**src/rtl/cb_pkg.sv**
```systemverilog
// Shared constants and helpers for the connection block: select width and field layout.
// Configuration fields are {inv, sel}; sel == SEL_NONE leaves the output disconnected.
package cb_pkg;

  localparam int SEL_NONE = 0;

  function automatic int clog2(input int value);
    int r;
    r = 0;
    while ((1 << r) < value) r++;
    return r;
  endfunction

  function automatic int field_w(input int sel_w);
    return sel_w + 1;
  endfunction

endpackage

```
**src/rtl/cb_cfg_chain.sv**
```systemverilog
// Scan chain: serial shadow register, atomic commit into active, and a saturating load counter.
// Shift and commit take effect on the clock edge; no backpressure, the chain accepts one bit per cfg_en.
module cb_cfg_chain
  import cb_pkg::*;
#(
  parameter int CFG_BITS = 12
) (
  input  logic                clk,
  input  logic                reset,
  input  logic                cfg_en,
  input  logic                cfg_in,
  input  logic                cfg_commit,
  output logic [CFG_BITS-1:0] shadow,
  output logic [CFG_BITS-1:0] active,
  output logic                cfg_out,
  output logic                short_load
);

  localparam int CNT_W = clog2(CFG_BITS + 1);
  localparam logic [CNT_W-1:0] CNT_FULL = CNT_W'(CFG_BITS);

  logic [CNT_W-1:0] shift_cnt;

  always_ff @(posedge clk) begin
    if (reset) begin
      shadow    <= '0;
      active    <= '0;
      shift_cnt <= '0;
    end else begin
      if (cfg_en) begin
        shadow <= {cfg_in, shadow[CFG_BITS-1:1]};
      end
      if (cfg_commit) begin
        active <= shadow;
      end
      // A shift coinciding with a commit is the first bit of the next load.
      if (cfg_commit) begin
        shift_cnt <= cfg_en ? CNT_W'(1) : '0;
      end else if (cfg_en && (shift_cnt != CNT_FULL)) begin
        shift_cnt <= shift_cnt + 1'b1;
      end
    end
  end

  assign cfg_out    = shadow[0];
  assign short_load = (shift_cnt < CNT_FULL);

endmodule

```
**src/rtl/cfg_connection_block.sv**
```systemverilog
// Connection block: each output picks one routing track by binary select, optionally inverted.
// Latency 0 (REG_OUT=0) or 1 cycle (REG_OUT=1); no backpressure, config is a free-running scan chain.
module cfg_connection_block
  import cb_pkg::*;
#(
  parameter int W         = 7,
  parameter int CONTROLIN = 3,
  parameter int SEL_W     = clog2(W + 1),
  parameter int REG_OUT   = 0
) (
  input  logic                 clk,
  input  logic                 reset,
  input  logic [W-1:0]         tracks,
  input  logic                 cfg_en,
  input  logic                 cfg_in,
  input  logic                 cfg_commit,
  output logic                 cfg_out,
  output logic [1:0]           cfg_err,
  output logic [CONTROLIN-1:0] control_input
);

  localparam int FIELD_W  = field_w(SEL_W);
  localparam int CFG_BITS = CONTROLIN * FIELD_W;

  logic [CFG_BITS-1:0]  shadow;
  logic [CFG_BITS-1:0]  active;
  logic                 short_load;
  logic [CONTROLIN-1:0] sel_val;
  logic [CONTROLIN-1:0] range_bad;

  cb_cfg_chain #(
    .CFG_BITS(CFG_BITS)
  ) u_chain (
    .clk       (clk),
    .reset     (reset),
    .cfg_en    (cfg_en),
    .cfg_in    (cfg_in),
    .cfg_commit(cfg_commit),
    .shadow    (shadow),
    .active    (active),
    .cfg_out   (cfg_out),
    .short_load(short_load)
  );

  for (genvar gi = 0; gi < CONTROLIN; gi++) begin : g_out
    logic [SEL_W-1:0] a_sel;
    logic             a_inv;
    logic [SEL_W-1:0] s_sel;
    logic             o_val;

    assign a_sel = active[gi*FIELD_W +: SEL_W];
    assign a_inv = active[gi*FIELD_W + SEL_W];
    assign s_sel = shadow[gi*FIELD_W +: SEL_W];

    // Only sel values 1..W reach a track; everything else drives a clean 0.
    always_comb begin
      o_val = 1'b0;
      for (int t = 0; t < W; t++) begin
        if ((int'(a_sel) != SEL_NONE) && (int'(a_sel) == t + 1)) begin
          o_val = tracks[t] ^ a_inv;
        end
      end
    end

    assign sel_val[gi]   = o_val;
    assign range_bad[gi] = (int'(s_sel) > W);
  end

  // Error flags describe the value being committed, so check the shadow.
  always_ff @(posedge clk) begin
    if (reset) begin
      cfg_err <= 2'b00;
    end else if (cfg_commit) begin
      cfg_err <= {short_load, |range_bad};
    end
  end

  if (REG_OUT != 0) begin : g_reg
    always_ff @(posedge clk) begin
      if (reset) begin
        control_input <= '0;
      end else begin
        control_input <= sel_val;
      end
    end
  end else begin : g_comb
    assign control_input = sel_val;
  end

endmodule

```
**config.mk**
```make
export PLATFORM = sky130hd
export DESIGN_NAME = cfg_connection_block
export DESIGN_NICKNAME = d
export VERILOG_FILES = /design/src/rtl/cb_pkg.sv /design/src/rtl/cb_cfg_chain.sv /design/src/rtl/cfg_connection_block.sv
export SDC_FILE = /design/constraint.sdc
export NUM_CORES = 1
export LEC_CHECK = 0
export BUFFER_PORTS_ARGS = -buffer_cell sky130_fd_sc_hd__buf_2
export CAP_MARGIN = 20
export CORE_MARGIN = 3
export CORE_UTILIZATION = 51
export CTS_BUF_LIST = sky130_fd_sc_hd__clkbuf_8 sky130_fd_sc_hd__clkbuf_16
export DETAILED_ROUTE_END_ITERATION = 7
export PLACE_DENSITY = 0.76
export SYNTH_ARGS = -nofsm -noshare
export SYNTH_HDL_FRONTEND = slang
export SYNTH_HIERARCHICAL = 1
export SYNTH_SLANG_ARGS = --single-unit
```
**constraint.sdc**
```tcl
create_clock -name clk -period 1.64 [get_ports clk]
set_clock_uncertainty 0.05 [all_clocks]
set_input_delay 0.246 -clock clk [delete_from_list [all_inputs] [get_ports clk]]
set_output_delay 0.246 -clock clk [all_outputs]
set_load 0.02 [all_outputs]
```
# After elaboration in Yosys (flattened, before gate mapping)
# Index checks and enable logic that the tools add are counted.
dict set report classes {
  n_addsub 1
  n_lt_le_gt_ge 1
  n_eq_ne 22
  muxes 24
  bitwise 21
  n_reduce_logical 26
}
# op n
set op_table {}
lappend op_table {{$eq 3x3->1 const B} 12}
lappend op_table {{$logic_and 1x1->1} 22}
lappend op_table {{$mux 1} 22}
lappend op_table {{$xor 1x1->1} 21}
lappend op_table {{$eq 3x2->1 const B} 6}
lappend op_table {{$eq 3x1->1 const B} 3}
lappend op_table {{$reduce_bool 3->1} 3}
lappend op_table {{$mux 4} 2}
lappend op_table {{$add 4x1->4 const B} 1}
lappend op_table {{$lt 4x4->1 const B} 1}
lappend op_table {{$ne 4x4->1 const B} 1}
lappend op_table {{$reduce_bool 2->1} 1}
dict set report word_totals {
  ff_bits 29
  inputBits 12
  out_inout_bits 6
  elab_cells 99
}

# Logic depth before layout (Yosys ltp)
dict set report logic_depth {
  ltp_word 9
  ltp_mapped 5
  depth_no_buf 5
}

# Cells and area by module
# Netlist, hierarchy kept.
# mod n_inst cells_each area_each_um2 seq_area_each_um2
set by_module_without_submodules {}
lappend by_module_without_submodules {cb_cfg_chain 1 106 1089.8 560.5}
lappend by_module_without_submodules {cfg_connection_block 1 37 349.1 20.0}

# Worst setup path after synthesis
# Ideal clock, no wire load.
dict set report synth_timing {
  path_kind {flip-flop to output port}
  from {register u_chain.active[9]}
  to {output port control_input[2]}
  arrival_time_ns 1.327
  required_ns 1.344
  path_slack_ns 0.017
  path_stages_with_launch 5
  n_path_buf 1
  path_cell_list {dfxtp_1 > mux4_2 > xnor2_1 > a22oi_2 > buf_4}
}
dict set report synth_between {
  elab_chain_cells 9
  elab_cells_between_ends 22
  classes_between {eq/ne: 7; mux: 7; reduce/logical: 8}
}
# item line_no
set synth_rtl {}
lappend synth_rtl {{from (decl)} cb_cfg_chain.sv:14} ;# output logic [CFG_BITS-1:0] active,
lappend synth_rtl {{from (signal assigned)} cb_cfg_chain.sv:34} ;# active <= shadow;
lappend synth_rtl {{$eq 3x2->1 or $reduce_bool 3->1 (tied branches)} cfg_connection_block.sv:59} ;# if ((int'(a_sel) != SEL_NONE) && (int'(a_sel) == t + 1)) begin
lappend synth_rtl {{$logic_and 1x1->1} cfg_connection_block.sv:59}
lappend synth_rtl {{$mux 1 (6 in a row)} cfg_connection_block.sv:59}
lappend synth_rtl {{$mux 1 *} cfg_connection_block.sv:59}
lappend synth_rtl {{to (decl)} cfg_connection_block.sv:19} ;# output logic [CONTROLIN-1:0] control_input
# Mark *: on every way between the ends. The rest lies on a longest branch, timed or not.

# Final worst setup path
dict set report layout_timing {
  from {register u_chain.active[4]}
  to {output port control_input[1]}
}
# Same word-level chain as after synthesis.

==> impl_metrics.toml <==
[hold_path]
holdPathEnd = "u_chain/shadow[11]"
hp-start = "cfg_in"
hold_class = "input port to flip-flop"
whs_path_depth = 3

[power]
pwr_density_cell_mw_per_mm2 = 864
irDropWorstVdd_mv = 0.639
cellLeakagePower_nw = 0.707

[worst_setup_path]
endpoint_kind = "primary output"
crit_cells = 4
crit_chain = "mux4_2 -> xnor2_1 -> a22oi_1 -> buf_4"
critPathMaxStageDelay_ps = 510
worstSetupPathType = "flip-flop to primary output"
worstSetupStartpointType = "flip-flop"
path_delay_family = "multiplexers"
timing.rr.start = "u_chain/shift_cnt[0]"
slowest_stage = "mux4_2"
cp.required_ps = 1340
crit_arrival_ps = 1600
r2r_end = "u_chain/shift_cnt[2]"
rrSetupSlack_ps = 290
cp.buffers_inverters = 1
path_max_fanout = 2
ff2ff_path_depth = 5

[synth]
syn-num-nets = 156
syn_inst = 142
mappedNetlistArea_mm2 = 0.00143
syn_area_per_cell_um2 = 10.1
yosys_warnings = 6

[grt]
grt.busiest_layer = "met2"
globalRouteMet3Util = 0.0654
met2_usage = 0.267
grtUsageMet1 = 0.236
antenna_found_initial = 0
grt_pass1_vias = 1009
overflow = 0
grt_pass1_wl_um = 4670
grt_max_degree = 30
grt_usage = 0.183

[sta]
fmax_ghz = 0.528
worstMarginPinSlew_ps = 513
rsz0062_at_grt = "true"
fin_ws_ps = -254
hold_viol = 0
period_share = 1.15
max_slew_margin = 0.658
layout_min_cycle_time_ps = 1890
maxSlewViolCount = 0
setup_viol = 3

[layout]
final_cell_mix = "27 x mux2i_1, 26 x nor2_1, 26 x dfxtp_1"
n_antenna_cell = 0
nFillCells = 223
seqCellArea_um2 = 584
drive_gt1_frac = 0.244
final_core_util = 0.635
num-nets-final = 174
syn2layout_area_growth_pct = 14.0
multi_input_area_um2 = 776
layout_commonest_cell = "mux2i_1"

[clock_tree]
root_buffer = "clkbuf_8"
htreeDepth = 2
postCtsSetupBuffers = 0
cts_sinks = 29
ctsHoldBuffers = 0
clock_latency_ps = 280
cts_tree = "yes"
path_clk_slew_ps = 60
numCtsBuffers = 5
cts_buffer_depth = 2

[outcome]
status = "complete, but fails checks"
violations = "setup timing"

[placement]
hpwlAfterDp_um = 1880
numPortBuffers = 16
place.gp.congestion = 0.895
pre_cts_ws_ps = 10.1

[die]
start_util = 0.558
pin_count = 18
rows = 18
fp.dieH_um = 59.0
core-area_mm2 = 0.00257
die_w_um = 59.0
fp.dieArea_mm2 = 0.00348

[detailed_routing]
detail_route.wl_per_cell_um = 14.4
drt_iter0_drc = 69
ant_nets = 0
vias_per_cell = 5.51
wl_um = 2730
dr.pass1.iters = 4
num_vias = 1047
drc = 0

[run]
cap_violations = 0
-- what timing repair did --
item                                    in CTS  in global routing
pin swaps                                    0                  3
endpoints found under the setup margin       3                  3
resized for setup                            7                  1
endpoints found under the hold margin        0                  0
-- layer usage --
| layer | wire length (µm) | share of wire |
|---|---|---|
| met3 | 140 | 0.051 |
| met4 | 52 | 0.019 |
| met2 | 1270 | 0.46 |
| met1 | 1270 | 0.46 |
| met5 | 0 | 0 |
-- flip-flops by register name (all words and copies together), names as in the netlist --
name,cells
u_chain/shadow,12
u_chain/active,12
u_chain/shift_cnt,4
cfg_err,1
-- worst reg2reg max path, stage by stage (launching register included) --
cell,delay [ps]
dfxtp_1,340
inv_1,70
ha_1,210
nand3_1,150
and4_1,240
nor4_2,190
-- worst max-delay path by stage --
stage | startpoint | endpoint | slack (ps)
global placement | u_chain/active[0] | control_input[0] | 30
CTS | u_chain/active[4] | control_input[1] | -250
global route | u_chain/active[4] | control_input[1] | -320
floorplan | u_chain/active[9] | control_input[2] | 20
detailed placement | u_chain/active[4] | control_input[1] | 10
finish | u_chain/active[4] | control_input[1] | -250
-- per-stage QoR --
stage / TNS (ps) / hold WS, ps / cells / cell area [µm²] / power, W
final: -664 / 156 / 190 / 1630 / 0.00141
after detailed placement: 0 / 434 / 183 / 1520 / 0.000851
after global placement: 0 / 419 / 183 / 1520 / 0.000847
after floorplan: 0 / 268 / 142 / 1430 / 0.000820
after CTS: -693 / 153 / 190 / 1630 / 0.00142
after global routing: -841 / 190 / 190 / 1630 / 0.00148
-- cell type report --
| cell class | instances | area share |
|---|---|---|
| Sequential cell | 29 | 0.358 |
| Tap cell | 30 | 0.0230 |
| Clock inverter | 1 | 0.00230 |
| Clock buffer | 6 | 0.0506 |
| Multi-Input combinational cell | 99 | 0.475 |
| Timing Repair Buffer | 22 | 0.0836 |
| Inverter | 3 | 0.00690 |
-- where the power goes --
group          switching, W  internal, W
clock network      0.000247     0.000325
registers        0.00000739     0.000714
logic             0.0000659    0.0000512
No activity file was read; power rests on OpenSTA's default activity.
